File: src/rtl/pong_match_ctrl.sv
// Pong match sequencer: serve delay, miss detection, scoring and winner tracking.
// Gates ball motion through o_Game_On / o_Ball_Reset; flags decode the state register directly.
module pong_match_ctrl #(
  parameter int c_GAME_WIDTH    = 40,
  parameter int c_PADDLE_HEIGHT = 5,
  parameter int c_SCORE_LIMIT   = 9,
  parameter int c_SERVE_FRAMES  = 60
) (
  input  logic       i_Clk,
  input  logic       i_Reset,
  input  logic       i_Game_Start,
  input  logic       i_Frame_Tick,
  input  logic [5:0] i_Ball_X,
  input  logic [5:0] i_Ball_Y,
  input  logic [5:0] i_Paddle_Y_P1,
  input  logic [5:0] i_Paddle_Y_P2,
  output logic       o_Game_On,
  output logic       o_Ball_Reset,
  output logic       o_Serve_Dir,
  output logic       o_Point_P1,
  output logic       o_Point_P2,
  output logic [3:0] o_Score_P1,
  output logic [3:0] o_Score_P2,
  output logic [1:0] o_Winner,
  output logic [2:0] o_State
);

  localparam int CW = (c_SERVE_FRAMES > 1) ? $clog2(c_SERVE_FRAMES) : 1;
  localparam logic [CW-1:0] SERVE_LAST = CW'(c_SERVE_FRAMES - 1);
  localparam logic [3:0]    LIMIT      = 4'(c_SCORE_LIMIT);

  typedef enum logic [2:0] {
    ST_IDLE       = 3'd0,
    ST_SERVE      = 3'd1,
    ST_RUNNING    = 3'd2,
    ST_POINT      = 3'd3,
    ST_MATCH_OVER = 3'd4
  } state_e;

  state_e        state_q, state_d;
  logic [CW-1:0] cnt_q, cnt_d;
  logic          scorer_q, scorer_d;   // 0: P1 scored, 1: P2 scored
  logic [3:0]    score_p1_q, score_p1_d;
  logic [3:0]    score_p2_q, score_p2_d;
  logic [1:0]    winner_q, winner_d;
  logic          dir_q, dir_d;
  logic          start_q;

  logic       start_edge;
  logic [6:0] y7, p1_top, p1_bot, p2_top, p2_bot;
  logic       p1_miss, p2_miss;
  logic [3:0] p1_next, p2_next;

  assign start_edge = i_Game_Start & ~start_q;

  // Span arithmetic in 7 bits so a paddle near the bottom never wraps to row 0.
  assign y7     = {1'b0, i_Ball_Y};
  assign p1_top = {1'b0, i_Paddle_Y_P1};
  assign p1_bot = p1_top + 7'(c_PADDLE_HEIGHT - 1);
  assign p2_top = {1'b0, i_Paddle_Y_P2};
  assign p2_bot = p2_top + 7'(c_PADDLE_HEIGHT - 1);
  assign p1_miss = (i_Ball_X == 6'd0) && ((y7 < p1_top) || (y7 > p1_bot));
  assign p2_miss = (i_Ball_X == 6'(c_GAME_WIDTH - 1)) && ((y7 < p2_top) || (y7 > p2_bot));

  assign p1_next = (score_p1_q < LIMIT) ? score_p1_q + 4'd1 : score_p1_q;
  assign p2_next = (score_p2_q < LIMIT) ? score_p2_q + 4'd1 : score_p2_q;

  always_comb begin
    // NOTE: every variable gets a default before the case so no path can infer a latch.
    state_d    = state_q;
    cnt_d      = cnt_q;
    scorer_d   = scorer_q;
    score_p1_d = score_p1_q;
    score_p2_d = score_p2_q;
    winner_d   = winner_q;
    dir_d      = dir_q;
    case (state_q)
      ST_IDLE: begin
        if (start_edge) begin
          state_d = ST_SERVE;
          cnt_d   = '0;
        end
      end
      ST_SERVE: begin
        if (i_Frame_Tick) begin
          if (cnt_q == SERVE_LAST) state_d = ST_RUNNING;
          else                     cnt_d   = cnt_q + 1'b1;
        end
      end
      ST_RUNNING: begin
        if (p1_miss) begin
          scorer_d = 1'b1;
          state_d  = ST_POINT;
        end else if (p2_miss) begin
          scorer_d = 1'b0;
          state_d  = ST_POINT;
        end
      end
      ST_POINT: begin
        dir_d = scorer_q;
        cnt_d = '0;
        if (scorer_q) begin
          score_p2_d = p2_next;
          if (p2_next == LIMIT) begin
            state_d  = ST_MATCH_OVER;
            winner_d = 2'b10;
          end else begin
            state_d = ST_SERVE;
          end
        end else begin
          score_p1_d = p1_next;
          if (p1_next == LIMIT) begin
            state_d  = ST_MATCH_OVER;
            winner_d = 2'b01;
          end else begin
            state_d = ST_SERVE;
          end
        end
      end
      ST_MATCH_OVER: begin
        if (start_edge) begin
          score_p1_d = '0;
          score_p2_d = '0;
          winner_d   = 2'b00;
          cnt_d      = '0;
          state_d    = ST_SERVE;
        end
      end
      default: state_d = ST_IDLE;
    endcase
  end

  always_ff @(posedge i_Clk) begin
    // NOTE: sequential state uses non-blocking assignments so all registers update together.
    if (i_Reset) begin
      state_q    <= ST_IDLE;
      cnt_q      <= '0;
      scorer_q   <= 1'b0;
      score_p1_q <= '0;
      score_p2_q <= '0;
      winner_q   <= 2'b00;
      dir_q      <= 1'b0;
      start_q    <= 1'b0;
    end else begin
      state_q    <= state_d;
      cnt_q      <= cnt_d;
      scorer_q   <= scorer_d;
      score_p1_q <= score_p1_d;
      score_p2_q <= score_p2_d;
      winner_q   <= winner_d;
      dir_q      <= dir_d;
      start_q    <= i_Game_Start;
    end
  end

  assign o_Game_On    = (state_q == ST_RUNNING);
  assign o_Ball_Reset = (state_q != ST_RUNNING);
  assign o_Point_P1   = (state_q == ST_POINT) && !scorer_q;
  assign o_Point_P2   = (state_q == ST_POINT) &&  scorer_q;
  assign o_Serve_Dir  = dir_q;
  assign o_Score_P1   = score_p1_q;
  assign o_Score_P2   = score_p2_q;
  assign o_Winner     = winner_q;
  assign o_State      = state_q;

endmodule
File: config.mk
export PLATFORM = sky130hd
export DESIGN_NAME = pong_match_ctrl
export DESIGN_NICKNAME = d
export VERILOG_FILES = /design/src/rtl/pong_match_ctrl.sv
export SDC_FILE = /design/constraint.sdc
export NUM_CORES = 1
export LEC_CHECK = 0
export CORE_UTILIZATION = 53
export CTS_CLUSTER_SIZE = 30
export DETAILED_ROUTE_END_ITERATION = 7
export GPL_TIMING_DRIVEN = 1
export PLACE_DENSITY_LB_ADDON = 0.25
export SKIP_CTS_REPAIR_TIMING = 1
export SLEW_MARGIN = 20
export SYNTH_ARGS = -nofsm -noshare
export SYNTH_HDL_FRONTEND = slang
export SYNTH_SLANG_ARGS = --single-unit
File: constraint.sdc
create_clock -name i_Clk -period 5.72 [get_ports i_Clk]
set_input_delay 0.572 -clock i_Clk [delete_from_list [all_inputs] [get_ports i_Clk]]
set_output_delay 0.572 -clock i_Clk [all_outputs]
set_load 0.005 [all_outputs]
Yosys cells after proc, flatten, opt, wreduce, memory -nomap -nowiden
Cells that the tools add are included.

storage, ports and cells
  bits in registers = 22
  bits in latches = 0
  memory bits (writable) = 0
  bits in read-only memories = 0
  input bits = 28
  output and inout bits = 18
  logic and storage cells = 86
  memories = 0

cells by class
  add/subtract/negate cells = 5
  multipliers = 0
  divide/modulo/power cells = 0
  $lt $le $gt $ge = 6
  equal/unequal tests = 19
  shifts and indexed selects = 0
  muxes and demuxes = 27
  bitwise logic cells = 2
  reduce and logical (&&, ||, !) cells = 19

operator list
  operator                                             count
  2-to-1 mux 3 bit                                     8
  2-to-1 mux 4 bit                                     5
  2-to-1 mux 6 bit                                     3
  one-hot mux 6 bit (3 select lines)                   1
  one-hot mux 4 bit (2 select lines)                   2
  adder 6 x 3 -> 7 bit, second input constant          2
  > comparator 6 x 7 -> 1 bit                          2
  equality test 6 bit, second input constant           2
  < comparator 6 bit                                   2
  != test 2 bit, second input constant                 6
  one-hot mux 3 bit (4 select lines)                   1
  AND reduction 4 bit                                  3
  adder 4 x 1 -> 4 bit, second input constant          2
  equality test 4 bit, second input constant           2
  < comparator 4 bit, second input constant            2
  2-to-1 mux 2 bit                                     4
  adder 6 x 1 -> 6 bit, second input constant          1
  equality test 3 x 2 -> 1 bit, second input constant  2
  zero test 6 bit                                      1
  != test 3 bit, second input constant                 2
  AND reduction 3 bit                                  2
  logical AND 1 bit                                    4
  one-hot mux 2 bit (2 select lines)                   1
  nonzero test 2 bit                                   2
  other kinds (14)                                     16

Longest topological paths before layout
  depth in word-level cells = 7
  gate-level depth with buffers = 9
  depth with buffers taken out = 9

Least setup slack after synthesis
No wires, ideal clock.

  path type = in2reg
  start = input port i_Paddle_Y_P2[2]
  end = register scorer_q
  library setup time = 0.132 ns
  data arrival time = 1.983 ns
  required time = 5.588 ns
  slack = 3.604 ns
  stages = 9
  path buffers = 0
  cells stage by stage = ha_1 xnor2_1 ha_1 and4b_1 a31o_1 a31oi_1 o21ai_1 o21ai_0 a21oi_1

on the way
  word-level cells in the longest chain between the ends = 6
  elaborated cells between the ends (all ways) = 7
  those cells by class = add/sub: 1; order compare: 2; reduce/logical: 4

ends and longest elaborated chain
  element                                   line  text
  from (decl)                               16    input logic [5:0] i_Paddle_Y_P2,
  adder 6 x 3 -> 7 bit                      61    assign p2_bot = p2_top + 7'(c_PADDLE_HEIGHT - 1);
  > comparator 6 x 7 -> 1 bit               63    assign p2_miss = (i_Ball_X == 6'(c_GAME_WIDTH - 1)) && ((y7 < p2_top) || (y7 > p2_bot));
  logical OR 1 bit (*)                      63
  logical AND 1 bit (*)                     63
  nonzero test 2 bit (no source line) (*)   -
  AND reduction 2 bit (no source line) (*)  -
  to (signal assigned)                      147   scorer_q <= scorer_d;
  to (decl)                                 42    logic scorer_q, scorer_d;

Every way passes the cells marked *; elsewhere a longest branch is shown, timed or not.
A chain may end at the register's enable or synchronous reset.

Worst setup path after layout
  start = register state_q[0], in the netlist o_State[0]
  end = output port o_Point_P1

on the way
  word-level cells in the longest chain between the ends = 2

ends and longest elaborated chain
  element                       line  text
  from (decl)                   40    state_e state_q, state_d;
  from (signal assigned)        145   state_q <= state_d;
  equality test 3 x 2 -> 1 bit  158   assign o_Point_P1 = (state_q == ST_POINT) && !scorer_q;
  logical AND 1 bit             158
  to (decl)                     20    output logic o_Point_P1,

Every way passes these cells.

==> impl.org <==
** Power
- Summed over all nets, the switching power comes to 0.0887 mW.
- Registers are responsible for 50.8% of the overall power.
- In this run, the combinational gates consume 26.2% of the power.
- VDD sags by at most between 0.00009 and 0.0001 V.
- Internal power comes to approximately 0.22 mW.
- Dividing total power by cell area gives a power density of approximately 130 nW/um^2.
- Switching share of total power :: approximately 29%
- Of the total power, the clock network draws 23.0%.
- Total power for the finished layout comes to between 0.3 and 0.4 mW.
- LEAKAGE :: 0.950 nW

** Clock tree
- In this run the number of H-tree levels came out at 1.
- After clock tree synthesis, the clock-pin slew on the worst setup and hold paths is 0.12 ns.
- At the later pin of the worst-skew pair, clock insertion delay measures 0.31 ns.
- CTS tree :: yes
- Number of buffers created by CTS :: 3
- The clock passes through at most 2 buffers.
- # clock sinks :: 22
- In this run the clock root is driven by a clkbuf_4.

** Logic synthesis
- Syn Std Cell Area :: roughly 1800 um^2
- After synthesis, the cell types taking the most area are dfxtp_1 24%, ha_1 18%, inv_1 4.3%.
- Among all flip-flop cells after synthesis, the most frequent one is dfxtp_1.
- Number of distinct library cell variants in the gate-level netlist after synthesis :: between 50 and 60
- The synthesized design spends more area on one cell type than any other, namely dfxtp_1.
- Share of the yosys chip area belonging to registers :: 24.0%
- Counting flops with a built-in enable in the synthesized netlist gives 0.
- A synthesized cell averages a little over 8 um^2.
- Synthesis inferred 22 register bits.
- Main combinational cell family by area after synthesis :: simple AND/OR/NAND/NOR gates
- In the synthesized netlist, the cells that appear most often are 27 x ha_1, 22 x dfxtp_1, 21 x inv_1.
- Area share of the largest cell type after synthesis :: 24.0%
- In the post-synthesis netlist, the cell with the most instances is ha_1.
- The synthesized netlist devotes 19.4% of its cell area to compound gates.
- After synthesis, the share of cell area in mux cells is 1.98%.
- After Yosys synthesis, XOR and XNOR cells account for 4.30% of the synthesized area.
- Summing the areas of all fa, ha and maj instances in the mapped netlist gives between 10% and 20% of the synthesized area.
- Post-Syn Nets :: 280
- In the synthesized netlist the async set-or-reset flop fraction comes to 0%.
- After Yosys synthesis, and, or, nand and nor cells account for between 20% and 30% of the synthesized area.
- Synthesis handed over a netlist of 225 instances.
- For this run, the number of Yosys warnings is 0.

** STA
- For this run, the top clock speed supported by timing is 393 MHz.
- TNS Setup :: 0 ns
- Max-Slew Margin vs Limit :: 56.2%
- Post-route clock period utilization :: 44.5%
- After layout, the minimum clock period comes to ~2.5 ns.
- Total count of hold-check failures in the final report :: 0
- Across the routed clock network, the largest skew measured is 0.00553 ns.
- Endpoints failing setup :: 0
- The final max-slew violation count is 0.
- Setup repair after global routing missed its margin :: false
- For the pin with the worst max-slew slack, the measured transition is 0.655 ns.
- Worst hold slack after final layout :: 0.480 ns

** Route
- Count of nets left with antenna violations after detail routing :: 0
- Detailed-routed wire length on met3 :: 162 um
- For this block, wires on met1 add up to 1830 um.
- For this block, the routed nets add up to between 3000 and 4000 um of wire.
- Via density per instance :: 5.64
- Across all layers, the routed design uses 1765 vias.
- In the routed design, unresolved DRC markers number 0.
- Post-DR wirelength/cell :: 12.6 um
- DRC marker count from the first detailed-route iteration :: 100
- After detailed routing, the met2 layer carries 1910 um of wire.
- Uppermost signal routing layer after detailed routing :: met4
- The first TritonRoute pass finished after 4 iterations.

** Layout
- Fill count :: 264
- The final layout contains 326 nets.
- Number of diodes :: 0
- Area occupied by multi-input gates :: 1290 um^2
- Post-Route Utilization :: 74.3%
- In the final layout, the share of cells above drive strength 1 is 6.69%.
- Relative to the synthesized area, the layout overhead comes to 27.9%.
- The finished layout holds 313 standard cells, fillers aside.
- The sequential cells in the finished layout cover a total of around 440 um^2.

** GRT
- The number of global-route vias before repair came to 1695.
- GRT Residual Overflow :: 0
- Combined global-route utilization of all metal layers :: 24.6%
- Pin count of the biggest net entering global routing :: 20
- Global-route wire length before repair :: between 6000 and 7000 um
- Initial antenna violation count :: 0

** Flow run
- Max-cap violations in this run came to 0.

** Floorplan
- Core area :: 3150 um^2
- Row generation in the floorplan step produced 20 rows.
- Die outline area :: ~3700 um^2
- Chip Height :: about 61 um
- The initial utilization of the core area, before any placement, comes to 58.1%.
- Top-Level Pins :: 46
- Die outline width :: slightly above 60 um

** Setup path
- Data arrives at the worst endpoint at 1.97 ns.
- Endpoint type of the worst setup path :: primary output
- In this run the worst path has a maximum fanout of 8.
- Setup slack on the worst reg-to-reg path comes out at 3.56 ns.
- Data required time of the critical path :: 5.15 ns
- The critical path in this run is classified as register to primary output.
- STA classifies the critical path startpoint as a register.

** Run status
- Status :: finished, final reports clean

** Placed design
- Port buffering added 45 buffers.
- DP Wirelength :: 3220 um
- Routability-driven placement finished with a final weighted congestion of 0.879.
- After detailed placement, the design holds a cell count of 310.

** Min path
- The worst hold path belongs to the class register to register.
## layer usage
| metal | track usage, % | vias to the layer above |
|---|---|---|
| met3 | 4.48 | 4 |
| met1 | 29.1 | 810 |
| li1 | - | 906 |
| met2 | 45.1 | 45 |
| met5 | 0 | - |
| met4 | 7.47 | 0 |
## cells by family (layout without fill, tap and decap cells)
family / after synthesis / after routing
compound gates: 52 / 52
xor+xnor: 9 / 9
fa+ha+maj: 27 / 27
buf+inv: 26 / 70
flops: 22 / 22
mux: 3 / 3
simple gates: 86 / 86
## placed cells by master, fill, tap and decap left out, drive strengths merged, types with 5 or more instances in the layout
cell / synthesis / final
clkdlybuf4s50: 0 / 45
o21ai: 8 / 8
xnor2: 9 / 9
nand2b: 8 / 8
nor2: 16 / 16
ha: 27 / 27
nand3: 13 / 13
a21oi: 17 / 17
dfxtp: 22 / 22
nand4: 5 / 5
a31oi: 6 / 6
nor3: 5 / 5
nor2b: 5 / 5
inv: 22 / 22
nand2: 14 / 14
## flip-flops by register name, summed over array words and instances, names as in the netlist
register     flops
o_Serve_Dir      1
o_Score_P1       4
o_Score_P2       4
scorer_q         1
start_q          1
cnt_q            6
o_Winner         2
o_State          3
## final cells by class
type	instances	area share, %
multi-input cells	177	55.1
clock buffers	3	0.962
flip-flops and latches	22	18.8
inverters	22	3.53
repair buffers	45	19.2
well taps	44	2.35
## power groups by stage
stage | Clock [mW] | Sequential, mW | Combinational, mW
after floorplan | 0 | 0.161 | 0.0458
after global placement | 0 | 0.161 | 0.0783
after detailed placement | 0 | 0.161 | 0.0810
after CTS | 0.0719 | 0.158 | 0.0815
after global routing | 0.0803 | 0.158 | 0.0915
final | 0.0715 | 0.158 | 0.0814
## metrics by stage
step | cell area [um^2] | setup slack [ns]
global placement | 2320 | 3.01
finish | 2340 | 3.17
detailed placement | 2320 | 2.97
global route | 2340 | 3.00
floorplan | 1830 | 3.60
CTS | 2340 | 3.18
## worst max-delay path, stage by stage (launching register included)
cell and delay (ns):
dfxtp_1 0.48, and2b_1 0.23, nand2_1 0.15, nor2_2 0.26, clkdlybuf4s50_1 0.55
## final timing paths
check	start	end	depth (start not counted)
worst max-delay path	o_State[0]	o_Point_P1	4
worst min-delay path	o_Serve_Dir	o_Serve_Dir	2
worst max register to register	o_Score_P2[0]	o_Winner[0]	8
worst min register to register	o_Serve_Dir	o_Serve_Dir	2
Power figures use the tool's default switching activity.
